<file path="src/rtl/wb_port_arbiter_if.sv">
// Bundle of writeback, MDU result and register-file write-port signals.
// The slave modport is the arbiter; the master modport is its environment.
interface wb_port_arbiter_if;
   logic        wb_valid;
   logic        wb_reg_w;
   logic [4:0]  wb_rd;
   logic [63:0] wb_data;
   logic        wb_stall;
   logic        mdu_valid;
   logic [4:0]  mdu_rd;
   logic [63:0] mdu_data;
   logic        mdu_ready;
   logic        rf_we;
   logic [4:0]  rf_waddr;
   logic [63:0] rf_wdata;
   logic [31:0] mdu_pending;

   modport master (
      output wb_valid, wb_reg_w, wb_rd, wb_data, mdu_valid, mdu_rd, mdu_data,
      input  wb_stall, mdu_ready, rf_we, rf_waddr, rf_wdata, mdu_pending
   );

   modport slave (
      input  wb_valid, wb_reg_w, wb_rd, wb_data, mdu_valid, mdu_rd, mdu_data,
      output wb_stall, mdu_ready, rf_we, rf_waddr, rf_wdata, mdu_pending
   );
endinterface

</file>
<file path="src/rtl/wb_port_arbiter.sv">
// Register-file write-port arbiter: in-order writeback vs. queued MDU results,
// with a starvation counter that forces an MDU slot by stalling writeback.
module wb_port_arbiter #(
   parameter int unsigned FIFO_DEPTH   = 2,
   parameter int unsigned STARVE_LIMIT = 4
) (
   input logic              clk,
   input logic              rst,
   wb_port_arbiter_if.slave bus
);
   localparam int unsigned AW   = (FIFO_DEPTH > 1) ? $clog2(FIFO_DEPTH) : 1;
   localparam int unsigned CNTW = $clog2(FIFO_DEPTH + 1);
   localparam int unsigned SW   = $clog2(STARVE_LIMIT + 1);
   localparam int unsigned NREG = 32;

   logic [4:0]      fifo_rd   [FIFO_DEPTH];
   logic [63:0]     fifo_data [FIFO_DEPTH];
   logic [AW-1:0]   rd_ptr, rd_ptr_nxt;
   logic [AW-1:0]   wr_ptr, wr_ptr_nxt;
   logic [CNTW-1:0] count, count_nxt;
   logic [SW-1:0]   starve, starve_nxt;
   logic [CNTW-1:0] occ     [NREG];
   logic [CNTW-1:0] occ_nxt [NREG];
   logic [31:0]     pend_nxt;

   logic       preq, mreq, starved, gm, gp, push, pop;
   logic [4:0] head_rd;

   // Request / grant decode
   assign preq    = bus.wb_valid & bus.wb_reg_w & (bus.wb_rd != 5'd0);
   assign mreq    = (count != '0);
   assign starved = (starve >= SW'(STARVE_LIMIT));
   assign gm      = mreq & (~preq | starved);
   assign gp      = preq & ~gm;
   assign head_rd = fifo_rd[rd_ptr];

   assign bus.wb_stall  = preq & gm;
   assign bus.mdu_ready = (count < CNTW'(FIFO_DEPTH));

   // rd=0 results complete the handshake but are never stored
   assign push = bus.mdu_valid & bus.mdu_ready & (bus.mdu_rd != 5'd0);
   assign pop  = gm;

   // Next-state: pointers, occupancy, per-register occurrence counts, starvation
   always_comb begin
      rd_ptr_nxt = rd_ptr;
      wr_ptr_nxt = wr_ptr;
      count_nxt  = count;
      starve_nxt = starve;
      occ_nxt    = occ;
      pend_nxt   = '0;

      if (push) begin
         wr_ptr_nxt = wr_ptr + AW'(1);
         occ_nxt[bus.mdu_rd] = occ_nxt[bus.mdu_rd] + CNTW'(1);
      end
      if (pop) begin
         rd_ptr_nxt = rd_ptr + AW'(1);
         occ_nxt[head_rd] = occ_nxt[head_rd] - CNTW'(1);
      end

      case ({push, pop})
         2'b10:   count_nxt = count + CNTW'(1);
         2'b01:   count_nxt = count - CNTW'(1);
         default: count_nxt = count;
      endcase

      if (gm || !mreq) begin
         starve_nxt = '0;
      end else if (gp && !starved) begin
         starve_nxt = starve + SW'(1);
      end

      for (int i = 0; i < int'(NREG); i++) begin
         pend_nxt[i] = (occ_nxt[i] != '0);
      end
   end

   // State and registered outputs
   always_ff @(posedge clk or negedge rst) begin
      if (!rst) begin
         rd_ptr          <= '0;
         wr_ptr          <= '0;
         count           <= '0;
         starve          <= '0;
         bus.rf_we       <= 1'b0;
         bus.rf_waddr    <= 5'd0;
         bus.rf_wdata    <= 64'd0;
         bus.mdu_pending <= 32'd0;
         for (int i = 0; i < int'(NREG); i++) begin
            occ[i] <= '0;
         end
      end else begin
         rd_ptr          <= rd_ptr_nxt;
         wr_ptr          <= wr_ptr_nxt;
         count           <= count_nxt;
         starve          <= starve_nxt;
         occ             <= occ_nxt;
         bus.mdu_pending <= pend_nxt;
         if (gp) begin
            bus.rf_we    <= 1'b1;
            bus.rf_waddr <= bus.wb_rd;
            bus.rf_wdata <= bus.wb_data;
         end else if (gm) begin
            bus.rf_we    <= 1'b1;
            bus.rf_waddr <= head_rd;
            bus.rf_wdata <= fifo_data[rd_ptr];
         end else begin
            bus.rf_we    <= 1'b0;
         end
      end
   end

   // Queue storage needs no reset; occupancy is tracked by count
   always_ff @(posedge clk) begin
      if (push) begin
         fifo_rd[wr_ptr]   <= bus.mdu_rd;
         fifo_data[wr_ptr] <= bus.mdu_data;
      end
   end
endmodule

</file>
<file path="src/flat_wrapper.sv">
// flat-port wrapper written by rule: the top's interface ports become plain ports
module wb_port_arbiter_flat 
#(
   parameter int unsigned FIFO_DEPTH   = 2,
   parameter int unsigned STARVE_LIMIT = 4
)
  (clk, rst, bus_wb_valid, bus_wb_reg_w, bus_wb_rd, bus_wb_data, bus_mdu_valid, bus_mdu_rd, bus_mdu_data, bus_wb_stall, bus_mdu_ready, bus_rf_we, bus_rf_waddr, bus_rf_wdata, bus_mdu_pending);
  wb_port_arbiter_if bus_i ();
  input logic clk;
  input logic rst;
  input wire logic [$bits(bus_i.wb_valid)-1:0] bus_wb_valid;
  input wire logic [$bits(bus_i.wb_reg_w)-1:0] bus_wb_reg_w;
  input wire logic [$bits(bus_i.wb_rd)-1:0] bus_wb_rd;
  input wire logic [$bits(bus_i.wb_data)-1:0] bus_wb_data;
  input wire logic [$bits(bus_i.mdu_valid)-1:0] bus_mdu_valid;
  input wire logic [$bits(bus_i.mdu_rd)-1:0] bus_mdu_rd;
  input wire logic [$bits(bus_i.mdu_data)-1:0] bus_mdu_data;
  output wire logic [$bits(bus_i.wb_stall)-1:0] bus_wb_stall;
  output wire logic [$bits(bus_i.mdu_ready)-1:0] bus_mdu_ready;
  output wire logic [$bits(bus_i.rf_we)-1:0] bus_rf_we;
  output wire logic [$bits(bus_i.rf_waddr)-1:0] bus_rf_waddr;
  output wire logic [$bits(bus_i.rf_wdata)-1:0] bus_rf_wdata;
  output wire logic [$bits(bus_i.mdu_pending)-1:0] bus_mdu_pending;
  assign bus_i.wb_valid = bus_wb_valid;
  assign bus_i.wb_reg_w = bus_wb_reg_w;
  assign bus_i.wb_rd = bus_wb_rd;
  assign bus_i.wb_data = bus_wb_data;
  assign bus_i.mdu_valid = bus_mdu_valid;
  assign bus_i.mdu_rd = bus_mdu_rd;
  assign bus_i.mdu_data = bus_mdu_data;
  assign bus_wb_stall = bus_i.wb_stall;
  assign bus_mdu_ready = bus_i.mdu_ready;
  assign bus_rf_we = bus_i.rf_we;
  assign bus_rf_waddr = bus_i.rf_waddr;
  assign bus_rf_wdata = bus_i.rf_wdata;
  assign bus_mdu_pending = bus_i.mdu_pending;
  wb_port_arbiter #(.FIFO_DEPTH(FIFO_DEPTH), .STARVE_LIMIT(STARVE_LIMIT)) u_core (.clk(clk), .rst(rst), .bus(bus_i));
endmodule
</file>
<file path="config.mk">
export PLATFORM = sky130hd
export DESIGN_NAME = wb_port_arbiter_flat
export DESIGN_NICKNAME = d
export VERILOG_FILES = /design/src/rtl/wb_port_arbiter_if.sv /design/src/rtl/wb_port_arbiter.sv /design/src/flat_wrapper.sv
export SDC_FILE = /design/constraint.sdc
export NUM_CORES = 1
export LEC_CHECK = 0
export CAP_MARGIN = 40
export CORE_UTILIZATION = 54
export CTS_BUF_LIST = sky130_fd_sc_hd__clkbuf_16
export CTS_CLUSTER_DIAMETER = 100
export DETAILED_ROUTE_END_ITERATION = 8
export PLACE_DENSITY = 0.76
export SLEW_MARGIN = 20
export SYNTH_ARGS = -nofsm -noshare
export SYNTH_HDL_FRONTEND = slang
export SYNTH_SLANG_ARGS = --single-unit
</file>
<file path="constraint.sdc">
create_clock -name clk -period 5.8 [get_ports clk]
set_input_delay 1.45 -clock clk [delete_from_list [all_inputs] [get_ports clk]]
set_output_delay 1.45 -clock clk [all_outputs]
set_load 0.05 [all_outputs]
</file>
## Word level (Yosys, flattened, before mapping)

Memory sizes are Yosys's and may differ from the RTL's.
Cells that the tools add are included.

| cells by class | value |
|---|---|
| add/subtract/negate cells | 7 |
| magnitude comparators | 6 |
| eq/ne operators | 2 |
| multiplexer cells | 25 |
| bitwise logic cells | 12 |
| reduce and logical (&&, ||, !) cells | 44 |

Operators with widths:

| operator | number |
|---|---|
| $mux 64 | 4 |
| $bwmux 64 | 2 |
| $reduce_bool 2->1 | 36 |
| $bmux 2 s5 | 2 |
| $demux 2 s5 | 2 |
| $ge 6x6->1 const B | 2 |
| $lt 6x1->1 const B | 2 |
| $mux 2 | 6 |
| $not 5->6 | 2 |
| $mux 5 | 2 |
| $reduce_bool 5->1 | 2 |
| $and 1x1->1 | 7 |
| $mux 3 | 2 |
| $add 2x1->2 const B | 2 |
| $mux 1 | 4 |
| $pmux 2 s2 | 1 |
| $sub 2x1->2 const B | 2 |
| $add 3x1->3 const B | 1 |
| $ge 3x3->1 const B | 1 |
| $logic_and 1x1->1 | 3 |
| $add 1x1->1 const B | 2 |
| $eq 2x1->1 const B | 1 |
| $eq 2x2->1 const B | 1 |
| $logic_not 1->1 | 2 |
| other kinds (4) | 5 |

| storage, ports and cells | value |
|---|---|
| register bits | 173 |
| bits in writable memories | 138 |
| output and inout bits | 104 |
| word-level logic and storage cells | 138 |
| memories | 2 |

Memories:

| memory | depth | bits a word | rd ports | clocked after Yosys merged registers in | write ports | line | source |
|---|---|---|---|---|---|---|---|
| u_core.fifo_data | 2 | 64 | 1 | 0 | 1 | wb_port_arbiter.sv:17 | `logic [63:0] fifo_data [FIFO_DEPTH];` |
| u_core.fifo_rd | 2 | 5 | 1 | 0 | 1 | wb_port_arbiter.sv:16 | `logic [4:0] fifo_rd [FIFO_DEPTH];` |

## Logic depth before layout (Yosys ltp)

| logic depth | value |
|---|---|
| depth in word-level cells | 14 |
| depth in mapped cells | 15 |

## Worst setup path after synthesis

No wires, ideal clock.

| timing | value |
|---|---|
| path kind | input-to-reg |
| start | in bus_mdu_rd[2] |
| end | mem u_core.fifo_data[0][0] (enable) |
| library setup time | 497 ps |
| arrival time | 5364 ps |
| required time | 5303 ps |
| path slack | -61 ps |
| cell stages on the path | 5 |
| cell sequence | clkbuf_1 -> clkbuf_1 -> or2_2 -> o311ai_0 -> nor2_1 |

| between the ends | value |
|---|---|
| cells in the longest elaborated chain, start to end | 4 |

Ends and longest elaborated chain:

| item | line | source |
|---|---|---|
| from (decl) | flat_wrapper.sv:16 | `input wire logic [$bits(bus_i.mdu_rd)-1:0] bus_mdu_rd;` |
| $reduce_bool 5->1 | wb_port_arbiter.sv:41 | `assign push = bus.mdu_valid & bus.mdu_ready & (bus.mdu_rd != 5'd0);` |
| $and 1x1->1 | wb_port_arbiter.sv:41 |  |
| $mux 1 | wb_port_arbiter.sv:116 | `if (push) begin` |
| $mux 1 (implied by the code) | wb_port_arbiter.sv:118 | `fifo_data[wr_ptr] <= bus.mdu_data;` |
| to (decl) | wb_port_arbiter.sv:17 |  |

Every way passes these cells.

## Worst setup path after layout

| timing | value |
|---|---|
| start | in bus_wb_rd[2] |
| end | out bus_wb_stall |

| between the ends | value |
|---|---|
| cells in the longest elaborated chain, start to end | 6 |

Ends and longest elaborated chain:

| item | line | source |
|---|---|---|
| from (decl) | flat_wrapper.sv:13 | `input wire logic [$bits(bus_i.wb_rd)-1:0] bus_wb_rd;` |
| $reduce_bool 5->1 * | wb_port_arbiter.sv:30 | `assign preq = bus.wb_valid & bus.wb_reg_w & (bus.wb_rd != 5'd0);` |
| $and 1x1->1 * | wb_port_arbiter.sv:30 |  |
| $not 1->1 | wb_port_arbiter.sv:33 | `assign gm = mreq & (~preq \| starved);` |
| $or 1x1->1 | wb_port_arbiter.sv:33 |  |
| $and 1x1->1 | wb_port_arbiter.sv:33 |  |
| $and 1x1->1 * | wb_port_arbiter.sv:37 | `assign bus.wb_stall = preq & gm;` |
| to (decl) | flat_wrapper.sv:18 | `output wire logic [$bits(bus_i.wb_stall)-1:0] bus_wb_stall;` |

Every way passes the cells marked *; elsewhere a longest branch is shown, timed or not.

==> qor.log <==
qor: sta.final-setup-viol-count 0
qor: sta.fmaxAchievable 195 MHz
qor: sta.timing.final.crit_period 5120 ps
qor: critical_path.critPathMaxStageDelay 570 ps
qor: pwr.power.share.combinational 0.496
qor: sta.timing.final.hold_violations 0
qor: grt.grt_antenna_before_repair 2
qor: route.wirelength 53800 um
qor: pwr.switching_share 0.460
qor: placement.hpwl_after_detailed_placement 37900 um
qor: floorplan.top_level_ports 247
qor: sta.final-max-slew-violation-count 0
qor: layout.layout.filler_cells 1970
qor: outcome.result_of_the_run finished clean
qor: layout.area_growth_syn_to_layout 29.6%
qor: clock_network.path_clk_slew 60 ps
qor: floorplan.die_area 29200 um^2
qor: pwr.part_of_the_total_power_dissipated_in_the_clock_network 0.176
qor: grt.grt_max_degree 99
qor: sta.tightestPinTransition 893 ps
qor: yosys.yosys.cell_types.count 77
qor: layout.final_layout_size_suffix_gt1_frac 0.103
qor: critical_path.worstSetupEndpointType output port
qor: route.detail_route.iter0.violations 1485
qor: placement.io_buffers 246
qor: pwr.pwr-share-seq 0.328
qor: yosys.yosysWarningCount 0
qor: clock_network.clock_tree.root_cell sky130_fd_sc_hd__clkbuf_16
qor: grt.first_global_vias 13500
qor: pwr.power.switching 5.31 mW
qor: run.drv.max_cap_violation_count 0
qor: clock_network.cts_max_path_buffers 3
qor: placement.finalWeightedCongestion 1.09
qor: sta.finalCritPeriodShare 0.883
qor: floorplan.die_width 171 um
qor: yosys.sequential_fraction_of_the_synthesis_area 0.550
qor: critical_path.timing_worst_setup_path_type in -> out
qor: clock_network.hold_fix_buffer_count_after_cts 0
qor: route.wire_per_inst 24.9 um
qor: layout.most_frequent_cells_in_the_layout sky130_fd_sc_hd__nand2_1, sky130_fd_sc_hd__clkdlybuf4s50_1, sky130_fd_sc_hd__o21ai_0
qor: route.vias_per_instance 6.30
qor: pwr.pwr_density_cell 578 nW/um^2
qor: placement.dpl.cell_count 2096
qor: sta.slew_headroom 0.402
qor: layout.most_common_library_cell_in_the_layout_ignoring_fill_and_taps sky130_fd_sc_hd__nand2_1
qor: placement.placed_area 18900 um^2
qor: clock_network.cts_tree done
qor: route.firstDrtPassIters 5
qor: critical_path.timing.critical_path.max_delay_family compound AO/OA/AOI/OAI gates
qor: critical_path.critical_path.cell_chain clkdlybuf4s50_1, or4_1, o211ai_1, o22ai_1, nor2_1, buf_12
qor: route.drc 0
qor: grt.first_pass_grt_wire_length 80800 um
qor: yosys.synth.avg_cell_area 10.5 um^2
qor: floorplan.core-area 27900 um^2
qor: yosys.synthesis.instances 1467
qor: clock_network.htree_levels 2
qor: layout.final_cells 2160
qor: sta.final.setup.tns 0 ps
qor: pwr.vdd_ir_drop_max 0.444 mV
qor: yosys.synth-main-ff-cell sky130_fd_sc_hd__dfrtp_1
qor: layout.fin_area 20000 um^2
qor: clock_network.clk_latency 530 ps
qor: layout.nets 1901
qor: clock_network.postCtsSetupBuffers 0
qor: critical_path.critical_path_required 4350 ps
qor: critical_path.critical_path.slowest_cell sky130_fd_sc_hd__o211ai_1
qor: critical_path.max_fanout_on_critical_path 7
qor: critical_path.timing.critical_path.arrival 3670 ps
qor: route.postRouteAntennaNets 0
qor: hold_path.hold_class reg -> reg
qor: route.vias 13600
qor: clock_network.tritoncts_num_sinks 311
qor: pwr.intPower 6.22 mW
qor: clock_network.cts-buffers-inserted 35
qor: sta.final.setup_skew 18.4 ps
qor: yosys.synth_fp_nets 1613
qor: grt.globalRouteOverflowTotal 0
qor: yosys.synth_edf_count 138
qor: critical_path.worst_setup_path_start_kind input port
qor: yosys.post_synthesis_async_set_or_reset_flop_share 0.556
qor: floorplan.core.rowCount 61
qor: layout.finalCoreUtilization 0.714
qor: yosys.synth.ff_latch_count 311
qor: sta.grt_setup_unrepaired false
qor: yosys.netlist_area_before_placement 15400 um^2
qor: pwr.static-leakage-power 7.81 nW
qor: critical_path.crit_buf_inv 2
qor: grt.grtUsageTotal 0.374
qor: clock_network.cts_resized 0
qor: floorplan.floorplan.initialDensity 0.551
qor: floorplan.die_height 171 um
==> worst min-delay path, delay by kind of cell, from the launching register on <==
kind	cells	cell delay, ps
compound gates	1	60
flops	1	340
simple gates	1	40
==> flip-flops by register name, summed over array words and instances, names as in the netlist, 2 cells and up <==
name / flops
u_core.bus.mdu_pending: 32
u_core.bus.rf_waddr: 5
u_core.bus.rf_wdata: 64
u_core.count: 2
u_core.fifo_data: 128
u_core.fifo_rd: 10
u_core.occ: 64
u_core.starve: 3
==> cell usage after synthesis, types with 13 or more instances <==
cell                         n  area share
sky130_fd_sc_hd__inv_1      13      0.0032
sky130_fd_sc_hd__a21oi_1    35       0.011
sky130_fd_sc_hd__nor3_1     45       0.015
sky130_fd_sc_hd__o21ai_1    31       0.010
sky130_fd_sc_hd__edfxtp_1  138        0.27
sky130_fd_sc_hd__dfrtp_1   173        0.28
sky130_fd_sc_hd__o211ai_1   35       0.017
sky130_fd_sc_hd__mux2i_1   126       0.082
sky130_fd_sc_hd__nor2_1     55       0.013
sky130_fd_sc_hd__o31ai_1    35       0.017
sky130_fd_sc_hd__buf_2      13      0.0042
sky130_fd_sc_hd__nand3_1    16      0.0052
sky130_fd_sc_hd__o311ai_0   28       0.016
sky130_fd_sc_hd__clkbuf_1   61       0.015
sky130_fd_sc_hd__o21ai_0   173       0.056
sky130_fd_sc_hd__nand2_1   266       0.065
==> cell type report <==
class                   instances  area [um^2]  share of cell area
well taps                     378          473              0.0237
diodes                          2         5.00            0.000251
repair buffers                347         3440               0.173
multi-input cells            1046         6460               0.324
inverters                      14         52.6             0.00263
flip-flops and latches        311         8480               0.425
clock buffers                  35          876              0.0439
clock inverters                27          165             0.00828
==> kinds of logic (layout without fill, tap and decap cells) <==
kind of cell,after synthesis,count (layout),synth area share
buffers and inverters,110,423,0.0325
AO/OA/AOI/OAI,427,427,0.176
multiplexers,137,137,0.0936
flip-flops,311,311,0.550
AND/OR/NAND/NOR,472,472,0.141
adder cells (fa/ha/maj),3,3,0.00244
XOR/XNOR,7,7,0.00398
other,0,2,0
==> worst paths after layout <==
kind                                               startpoint                                    to  slack [ps]  cells after the start
max                                              bus_wb_rd[2]                          bus_wb_stall         680                      6
min                        u_core.bus.rf_wdata[7]$_DFFE_PN0P_    u_core.bus.rf_wdata[7]$_DFFE_PN0P_         480                      2
max reg2reg                         u_core.rd_ptr$_DFFE_PN0P_  u_core.bus.mdu_pending[20]$_DFF_PN0_        1660                     10
min reg2reg                u_core.bus.rf_wdata[7]$_DFFE_PN0P_    u_core.bus.rf_wdata[7]$_DFFE_PN0P_         480                      2
max in group asynchronous                                 rst             u_core.rd_ptr$_DFFE_PN0P_        4280                      2
min in group asynchronous                                 rst              u_core.occ[59]$_DFF_PN0_         750                      1
==> per-layer routing <==
metal	routed length [um]	vias to the layer above	global-route usage	part of all wire
met5	12	-	0	0.00022
met4	2700	2	0.182	0.050
met3	5100	175	0.0937	0.095
met2	25800	773	0.618	0.48
met1	20200	6609	0.457	0.38
li1	-	6055	-	-
==> power by group through the flow <==
stage | Combinational (mW) | Clock (mW) | Sequential [mW]
finish | 5.72 | 2.03 | 3.78
global route | 6.04 | 2.14 | 3.84
CTS | 5.67 | 2.05 | 3.75
detailed placement | 5.62 | 0 | 3.76
global placement | 5.44 | 0 | 3.76
floorplan | 2.40 | 0 | 4.80
==> stage by stage <==
| step | setup slack, ps | total power, mW | hold slack, ps |
|---|---|---|---|
| after detailed placement | 487 | 9.38 | 469 |
| after floorplan | -60.9 | 7.19 | 438 |
| after CTS | 730 | 11.5 | 482 |
| after global placement | 278 | 9.19 | 458 |
| after global routing | 624 | 12.0 | 509 |
| final | 681 | 11.5 | 475 |
No activity file was read; power rests on OpenSTA's default activity.
